===== config.mk =====
export PLATFORM = sky130hd
export DESIGN_NAME = freq_scan_ctrl
export DESIGN_NICKNAME = d
export VERILOG_FILES = /design/src/rtl/freq_pkg.sv /design/src/rtl/freq_sync_edge.sv /design/src/rtl/freq_scan_ctrl.sv
export SDC_FILE = /design/constraint.sdc
export NUM_CORES = 1
export LEC_CHECK = 0
export ABC_AREA = 1
export CAP_MARGIN = 20
export CORE_ASPECT_RATIO = 0.8
export CORE_MARGIN = 1
export CORE_UTILIZATION = 63
export DETAILED_ROUTE_END_ITERATION = 7
export PLACE_DENSITY_LB_ADDON = 0.15
export SETUP_SLACK_MARGIN = 0.1
export SYNTH_ARGS = -nofsm -noshare
export SYNTH_HDL_FRONTEND = slang
export SYNTH_SLANG_ARGS = --single-unit

===== constraint.sdc =====
create_clock -name clk -period 6.12 [get_ports clk]
set_input_delay 1.836 -clock clk [delete_from_list [all_inputs] [get_ports clk]]
set_output_delay 1.836 -clock clk [all_outputs]
set_load 0.02 [all_outputs]

===== src/rtl/freq_pkg.sv =====
// Shared definitions for the frequency-scan controller and host-side conversion.
package freq_pkg;

  // Scan sequencer states
  typedef enum logic [2:0] {
    StIdle,
    StSelect,
    StSettle,
    StArm,
    StMeasure,
    StStore
  } state_e;

  localparam int unsigned DefCntW    = 32;
  localparam int unsigned DefTimeout = 50_000_000;
  // System clock frequency; host converts period P to Hz as ClkFreqHz / P
  localparam int unsigned ClkFreqHz  = 50_000_000;

endpackage


===== src/rtl/freq_sync_edge.sv =====
// Two-flop synchronizers for the raw asynchronous signal pins.
module freq_sync_edge
  import freq_pkg::*;
#(
  parameter int unsigned NUM_CH = 4
) (
  input  logic              clk,
  input  logic              reset,
  input  logic [NUM_CH-1:0] sig,
  output logic [NUM_CH-1:0] sig_sync
);

  for (genvar g = 0; g < NUM_CH; g++) begin : g_sync
    logic meta_q;
    logic sync_q;

    // Metastability filter for one input
    always_ff @(posedge clk) begin
      if (!reset) begin
        meta_q <= 1'b0;
        sync_q <= 1'b0;
      end else begin
        meta_q <= sig[g];
        sync_q <= meta_q;
      end
    end

    assign sig_sync[g] = sync_q;
  end

endmodule


===== src/rtl/freq_scan_ctrl.sv =====
// Round-robin period measurement over NUM_CH asynchronous inputs sharing one counter.
module freq_scan_ctrl
  import freq_pkg::*;
#(
  parameter int unsigned NUM_CH  = 4,
  parameter int unsigned CH_W    = 2,
  parameter int unsigned CNT_W   = DefCntW,
  parameter int unsigned TIMEOUT = DefTimeout,
  parameter int unsigned SETTLE  = 2
) (
  input  logic              clk,
  input  logic              reset,
  input  logic              en,
  input  logic [NUM_CH-1:0] ch_mask,
  input  logic [NUM_CH-1:0] sig,
  input  logic [CH_W-1:0]   rd_ch,
  output logic [CNT_W-1:0]  rd_period,
  output logic              rd_valid,
  output logic              rd_timeout,
  output logic [CH_W-1:0]   cur_ch,
  output logic              busy,
  output logic              meas_done,
  output logic [CH_W-1:0]   done_ch
);

  state_e             state_q, state_d;
  logic [CH_W-1:0]    cur_ch_q, cur_ch_d;
  logic [CH_W-1:0]    last_ch_q, last_ch_d;
  logic [31:0]        timer_q, timer_d;
  logic [CNT_W-1:0]   cnt_q, cnt_d;
  logic [CNT_W-1:0]   meas_q, meas_d;
  logic               to_q, to_d;
  logic               sel_d1_q;
  logic               wr_en;

  logic [NUM_CH-1:0]  sig_sync;
  logic               sel;
  logic               edge_det;
  logic               found;
  logic [CH_W-1:0]    next_ch;
  int unsigned        srch_idx;

  logic [CNT_W-1:0]   period_q [NUM_CH];
  logic [NUM_CH-1:0]  valid_q;
  logic [NUM_CH-1:0]  timeout_q;

  freq_sync_edge #(
    .NUM_CH (NUM_CH)
  ) u_sync (
    .clk      (clk),
    .reset    (reset),
    .sig      (sig),
    .sig_sync (sig_sync)
  );

  // Mux after synchronization; edge only consumed in ARM/MEASURE, so SETTLE masks it
  assign sel      = sig_sync[cur_ch_q];
  assign edge_det = sel & ~sel_d1_q;

  // Next enabled channel after last_ch, wrapping, last_ch itself considered last
  always_comb begin
    found    = 1'b0;
    next_ch  = '0;
    srch_idx = 0;
    for (int unsigned i = 1; i <= NUM_CH; i++) begin
      srch_idx = (32'(last_ch_q) + i) % NUM_CH;
      if (!found && ch_mask[srch_idx]) begin
        found   = 1'b1;
        next_ch = CH_W'(srch_idx);
      end
    end
  end

  // Sequencer next-state, timer and period counter
  always_comb begin
    state_d   = state_q;
    cur_ch_d  = cur_ch_q;
    last_ch_d = last_ch_q;
    timer_d   = timer_q;
    cnt_d     = cnt_q;
    meas_d    = meas_q;
    to_d      = to_q;
    wr_en     = 1'b0;

    unique case (state_q)
      StIdle: begin
        if (en && (ch_mask != '0)) state_d = StSelect;
      end
      StSelect: begin
        if (found) begin
          cur_ch_d = next_ch;
          timer_d  = '0;
          to_d     = 1'b0;
          state_d  = StSettle;
        end else begin
          state_d = StIdle;
        end
      end
      StSettle: begin
        if (timer_q == 32'(SETTLE - 1)) begin
          timer_d = '0;
          state_d = StArm;
        end else begin
          timer_d = timer_q + 32'd1;
        end
      end
      StArm: begin
        timer_d = timer_q + 32'd1;
        if (edge_det) begin
          cnt_d   = CNT_W'(1);
          state_d = StMeasure;
        end else if (timer_q == 32'(TIMEOUT - 1)) begin
          to_d    = 1'b1;
          state_d = StStore;
        end
      end
      StMeasure: begin
        timer_d = timer_q + 32'd1;
        if (edge_det) begin
          meas_d  = cnt_q;
          state_d = StStore;
        end else begin
          if (cnt_q != '1) cnt_d = cnt_q + CNT_W'(1);
          if (timer_q == 32'(TIMEOUT - 1)) begin
            to_d    = 1'b1;
            state_d = StStore;
          end
        end
      end
      StStore: begin
        wr_en     = 1'b1;
        last_ch_d = cur_ch_q;
        state_d   = en ? StSelect : StIdle;
      end
      default: state_d = StIdle;
    endcase

    // Losing enable abandons the channel without writing anything
    if (!en && (state_q != StIdle)) begin
      state_d   = StIdle;
      wr_en     = 1'b0;
      last_ch_d = last_ch_q;
    end
  end

  // Sequencer state registers
  always_ff @(posedge clk) begin
    if (!reset) begin
      state_q   <= StIdle;
      cur_ch_q  <= '0;
      last_ch_q <= CH_W'(NUM_CH - 1);
      timer_q   <= '0;
      cnt_q     <= '0;
      meas_q    <= '0;
      to_q      <= 1'b0;
      sel_d1_q  <= 1'b0;
    end else begin
      state_q   <= state_d;
      cur_ch_q  <= cur_ch_d;
      last_ch_q <= last_ch_d;
      timer_q   <= timer_d;
      cnt_q     <= cnt_d;
      meas_q    <= meas_d;
      to_q      <= to_d;
      sel_d1_q  <= sel;
    end
  end

  // Per-channel result store
  always_ff @(posedge clk) begin
    if (!reset) begin
      for (int unsigned i = 0; i < NUM_CH; i++) period_q[i] <= '0;
      valid_q   <= '0;
      timeout_q <= '0;
    end else if (wr_en) begin
      period_q[cur_ch_q]  <= to_q ? '0 : meas_q;
      valid_q[cur_ch_q]   <= ~to_q;
      timeout_q[cur_ch_q] <= to_q;
    end
  end

  // Registered read port; same-cycle write is seen one cycle later
  always_ff @(posedge clk) begin
    if (!reset) begin
      rd_period  <= '0;
      rd_valid   <= 1'b0;
      rd_timeout <= 1'b0;
    end else begin
      rd_period  <= period_q[rd_ch];
      rd_valid   <= valid_q[rd_ch];
      rd_timeout <= timeout_q[rd_ch];
    end
  end

  assign cur_ch    = cur_ch_q;
  assign busy      = (state_q != StIdle);
  assign meas_done = wr_en;
  assign done_ch   = cur_ch_q;

endmodule


==> results_dict.tcl, run 1 <==
set metrics [dict create \
    clock-sinks 283 \
    pre_cts_ws_ns 0.9780 \
    crit_slowest_cell "clkdlybuf4s50_1" \
    insertedDiodeCount 0 \
    maxClockFrequency_mhz 194.6 \
    design_area_mm2 0.01502 \
    pin_count 53 \
    wl_per_cell_um 16.90 \
    cts_tree "done" \
    die_y_um 133.5 \
    hp-class "register to register" \
    start_kind "input port" \
    synth-adder-area-share 0.002755 \
    synthCells 1769 \
    grt_start_max_net_pins 70 \
    synth_xor_area_frac 0.01286 \
    cp_data_arrival_time_ns 3.30 \
    die_w_um 166.4 \
    grt_pass1_wl_um 55850 \
    reg2reg_to "cnt_q[0]" \
    num_vias 11740 \
    ant_nets 0 \
    post_cts_buffers 0 \
    vias_per_cell 5.674 \
    netlist_top_cells_area "edfxtp_1, dfxtp_1, nand2_1" \
    synth_nets 1785 \
    worstPathMaxFanout 8 \
    critPathMaxStageDelay_ns 0.61 \
    end_kind "output port" \
    worstSkewPairLatency_ns 0.54 \
    startpoint "en" \
    cts_max_level 1 \
    synth_common_cells "nand2_1, nor2_1, inv_1" \
    finalSetupViolCount 0 \
    synth_top_family_by_area "simple AND/OR/NAND/NOR gates" \
    skew_ns 0.02128 \
    async_reset_ff_frac 0 \
    synth_compound_area_frac 0.1082 \
    period_share 0.8398 \
    crit_cells 4 \
    final_nets 1796 \
    finalCoreUtilization 0.7176 \
    r2r-start "state_q[1]" \
    finalCriticalPeriod_ns 5.139 \
    cts_made_buffers 27 \
    track_usage 0.3174 \
    grt_pass1_vias 10680 \
    post-synth-top-count-cell "nand2_1" \
    rr_worst_depth 10 \
    drt_iter0_markers 1222 \
    tightest_slew_ns 0.8878 \
    dpl.hpwl_um 22490 \
    crit_chain "clkdlybuf4s50_1 > nand3_4 > inv_1 > clkdlybuf4s50_1" \
    ir_worst_vdd_uv 253.8 \
    ys_warn_count 0 \
    crit_buf_inv 3 \
    floorplan.initialDensity 0.6508 \
    synth.area.mux_share 0 \
    overflow 0 \
    antenna_found_initial 0 \
    path_delay_family "buffers and inverters" \
    synthSimpleGateAreaFrac 0.2877 \
    layout_setup_ws_ns 0.9807 \
    ff2ff_setup_slack_ns 3.17 \
    gp_congestion 1.012 \
    rows 47 \
    netlist-cell-type-count 40 \
    yosys.area.top_type "edfxtp_1" \
    crit_required_ns 4.28 \
    dpl_cell_area_mm2 0.01417 \
    synth_edf_count 128 \
    synthFlopType "dfxtp_1" \
    synth_top_area_frac 0.2821 \
    status "finished, violations left" \
    relSlewSlack 0.4060 \
    pwr_density_cell_mw_per_mm2 273.7 \
    hold_buffers 0 \
    areaGrowthSynthToFinish_pct 10.27 \
    finalSetupTns_ns 0 \
    cts-root-buf "clkbuf_16" \
    numPortBuffers 52 \
    crit_top_cell "clkdlybuf4s50_1" \
    cap_viol_max_count 0 \
    cts_resized 0 \
    rsz0062_at_grt "false" \
    final_max_slew_viol_count 0 \
    drc 6 \
    synth.avg_cell_area_um2 7.702 \
    critPathKind "input port to output port" \
    core_mm2 0.02094 \
    clockBufferDepth 3 \
    syn_area_mm2 0.01362 \
    first_pass_iters 8 \
    clkTransAtPathRegs_ns 0.06 \
    drive_above_1_share 0.06333 \
    violations "DRC" \
    hold_viol_final 0 \
    wl_um 34970 \
    p_leak_nw 5.547 \
    ys_ff_latch 283 \
    worstSetupEndpoint "meas_done" \
    fin_hold_ws_ns 0.4292 \
    die-area_mm2 0.02222 \
    ys_seq_area_frac 0.5099 \
]
==> metrics by stage <==
step,total power [W],std cells
after floorplan,0.002383,1769
after global placement,0.002514,2019
after detailed placement,0.002521,2019
after CTS,0.004119,2068
after global routing,0.004229,2069
final,0.004111,2069
==> layer usage <==
layer / vias up / wire length [µm] / global-route usage
met5: - / 0 / 0
met4: 0 / 530 / 0.06790
met3: 43 / 4079 / 0.08556
met2: 554 / 14690 / 0.4701
met1: 5410 / 15680 / 0.4660
li1: 5733 / - / -
==> placed cells by master, fill, tap and decap left out, types with 22 or more instances in the layout <==
cell type	n
inv_1	162
edfxtp_1	128
dfxtp_1	155
clkdlybuf4s50_1	50
nand3_1	69
a21oi_1	128
nor3_2	22
nor2_1	376
nand2_1	391
clkbuf_16	28
o21ai_0	117
==> cells by family (layout without fill, tap and decap cells) <==
kind of cell / Yosys count / after routing
xor gates and xnor gates: 20 / 20
and+or+nand+nor: 925 / 925
AOI/OAI and AO/OA: 278 / 278
adders and majority gates: 3 / 3
buffers and inverters: 260 / 291
DFF: 283 / 283
==> power by group <==
part	internal, W	switching (W)
clock	0.000909	0.000711
sequential	0.00203	0.0000362
combinational	0.000116	0.000311
==> worst min path at each step <==
stage                       startpoint                       to  slack, ns  depth (start not counted)
6_report       u_sync.g_sync[2].meta_q  u_sync.g_sync[2].sync_q       0.43                          2
5_1_grt        u_sync.g_sync[1].meta_q  u_sync.g_sync[1].sync_q       0.44                          2
4_1_cts        u_sync.g_sync[2].meta_q  u_sync.g_sync[2].sync_q       0.43                          2
3_5_place_dp   u_sync.g_sync[2].meta_q  u_sync.g_sync[2].sync_q       0.40                          2
3_3_place_gp   u_sync.g_sync[0].meta_q  u_sync.g_sync[0].sync_q       0.41                          2
2_1_floorplan  u_sync.g_sync[0].meta_q  u_sync.g_sync[0].sync_q       0.39                          2
==> registers in the layout, indices dropped and copies added, names as in the netlist <==
| signal | flops |
|---|---|
| cnt_q | 32 |
| cur_ch | 2 |
| state_q | 3 |
| rd_valid | 1 |
| timer_q | 32 |
| period_q | 128 |
| to_q | 1 |
| rd_timeout | 1 |
| valid_q | 4 |
| last_ch_q | 2 |
| meas_q | 32 |
| u_sync.g_sync.meta_q | 4 |
| rd_period | 32 |
| timeout_q | 4 |
| u_sync.g_sync.sync_q | 4 |
| sel_d1_q | 1 |
==> cell type report <==
| class | instances | area (µm²) |
|---|---|---|
| Clock buffer | 39 | 762.0 |
| Timing Repair Buffer | 66 | 619.3 |
| Clock inverter | 10 | 83.83 |
| Multi-Input combinational cell | 1226 | 5614 |
| Tap cell | 269 | 336.6 |
| Sequential cell | 283 | 6947 |
| Inverter | 176 | 660.6 |
| Fill cell | 1656 | 5912 |
==> worst reg2reg max path: cells and delay by family (launching register included) <==
family	cells	cell delay [ns]
compound gates	1	0.25
flops	1	0.58
simple gates	6	1.08
buf+inv	3	0.93
Note: power is estimated with default switching activity, not from simulation.
==> inputs of run 2 (changes only) <==
CORE_UTILIZATION = 61   (was 63)
clock period = 5.3 ns   (was 6.12 ns; I/O delays follow)
==> results_dict.tcl, run 2 (synthesized netlist as in run 1, its figures left out) <==
set metrics [dict create \
    largest_reg_flops 128 \
    p_leak_nw 5.558 \
    ir_worst_vdd_uv 326.4 \
    cts-root-buf "clkbuf_16" \
    clockBufferDepth 3 \
    antenna_found_initial 0 \
    hold_depth 2 \
    tightest_slew_ns 1.049 \
    pin_count 53 \
    status "finished, final reports clean" \
    rows 48 \
    final_max_slew_viol_count 0 \
    largest-register "period_q" \
    whs_endpoint "u_sync.g_sync[1].sync_q" \
    seq_power_share 0.507 \
    die_y_um 135.7 \
    crit_required_ns 3.71 \
    critPathKind "input port to output port" \
    drt_iter0_markers 1172 \
    hp-class "register to register" \
    grt_pass1_vias 10400 \
    track_usage 0.3039 \
    rr_worst_depth 10 \
    grt_start_max_net_pins 69 \
    period_share 0.8779 \
    worstHoldStart "u_sync.g_sync[1].meta_q" \
    ff2ff_setup_slack_ns 2.44 \
    areaGrowthSynthToFinish_pct 10.58 \
    final_cell_mix "nand2_1, nor2_1, inv_1" \
    finalSetupViolCount 0 \
    final_nets 1800 \
    fin_total_pwr_w 0.004700 \
    final_common_cell "nand2_1" \
    clock-sinks 283 \
    die-area_mm2 0.02294 \
    cts_tree "done" \
    rsz0062_at_grt "false" \
    floorplan.initialDensity 0.6267 \
    end_kind "output port" \
    r2r-start "state_q[0]" \
    cts_made_buffers 27 \
    dpl.hpwl_um 21950 \
    p_sw_frac 0.2617 \
    grt_pass1_wl_um 54900 \
    numPortBuffers 52 \
    clkTransAtPathRegs_ns 0.06 \
    cts_resized 0 \
    first_pass_iters 5 \
    drc 0 \
    overflow 0 \
    cts_max_level 1 \
    vias_per_cell 5.482 \
    pwr-share-comb 0.106 \
    finalCriticalPeriod_ns 4.653 \
    hold_buffers 0 \
    start_kind "input port" \
    post_cts_buffers 0 \
    worstPathMaxFanout 8 \
    die_w_um 169.1 \
    p_sw_w 0.001230 \
    ant_nets 0 \
    wl_per_cell_um 16.36 \
    reg2reg_to "cnt_q[0]" \
    core_mm2 0.02174 \
    wl_um 34450 \
    skew_ns 0.02148 \
    relSlewSlack 0.3001 \
    gp_congestion 0.9548 \
    power_frac_clock 0.388 \
    pwr_density_cell_mw_per_mm2 312.0 \
    num_vias 11540 \
    worstSkewPairLatency_ns 0.55 \
    cp_data_arrival_time_ns 3.06 \
    finalSetupTns_ns 0 \
    maxClockFrequency_mhz 214.9 \
    cap_viol_max_count 0 \
    insertedDiodeCount 0 \
    internal-power_w 0.003470 \
    drive_above_1_share 0.06482 \
    hold_viol_final 0 \
]
run 2: cell types whose count changed in the layout (fill, tap and decap cells not counted), sizes merged:
cell / delta
clkbuf: -6
buf: +4
clkinv: +6
inv: +1
run 2: per-layer routing:
layer / vias up / track usage / wire length (µm)
met5: - / 0 / 0
met3: 32 / 0.03739 / 2516
met1: 5375 / 0.4607 / 16380
met2: 393 / 0.4708 / 15090
met4: 0 / 0.05556 / 459
li1: 5740 / - / -
run 2: per-stage QoR:
stage | utilization | cell area (µm²) | worst slack (ns) | hold WS [ns] | instances
2_1_floorplan | - | 13620 | 1.825 | 0.3905 | 1769
3_3_place_gp | 0.6544 | 14230 | 0.6594 | 0.4066 | 2054
3_5_place_dp | 0.6544 | 14230 | 0.6465 | 0.4003 | 2054
4_1_cts | 0.6923 | 15050 | 0.6467 | 0.4233 | 2104
5_1_grt | 0.6930 | 15070 | 0.5949 | 0.4388 | 2105
6_report | 0.6930 | 15070 | 0.6471 | 0.4239 | 2105
run 2: cell type report:
cell class | instances | area (µm²)
fill | 1815 | 6675
clock buffer | 33 | 698.2
timing repair buffer | 70 | 653.1
clock inverter | 17 | 125.1
sequential | 283 | 6947
inverter | 176 | 660.6
multi-input combinational | 1226 | 5607
tap | 300 | 375.4
run 2: worst max path at each step:
stage,start,to
2_1_floorplan,en,meas_done
3_3_place_gp,en,meas_done
3_5_place_dp,en,meas_done
4_1_cts,en,meas_done
5_1_grt,en,meas_done
6_report,en,meas_done
run 2: worst max-delay path, cell delays in order:
cell and delay, ns:
clkdlybuf4s50_1 0.56, nand3_4 0.17, inv_1 0.12, clkdlybuf4s50_1 0.61
run 2: power groups by stage:
stage / clock network (W) / registers [W] / logic (W)
after global placement: 0 / 0.00243 / 0.000484
after CTS: 0.00184 / 0.00238 / 0.000488
after detailed placement: 0 / 0.00243 / 0.000485
after floorplan: 0 / 0.00244 / 0.000307
final: 0.00182 / 0.00238 / 0.000497
after global routing: 0.00192 / 0.00239 / 0.000537
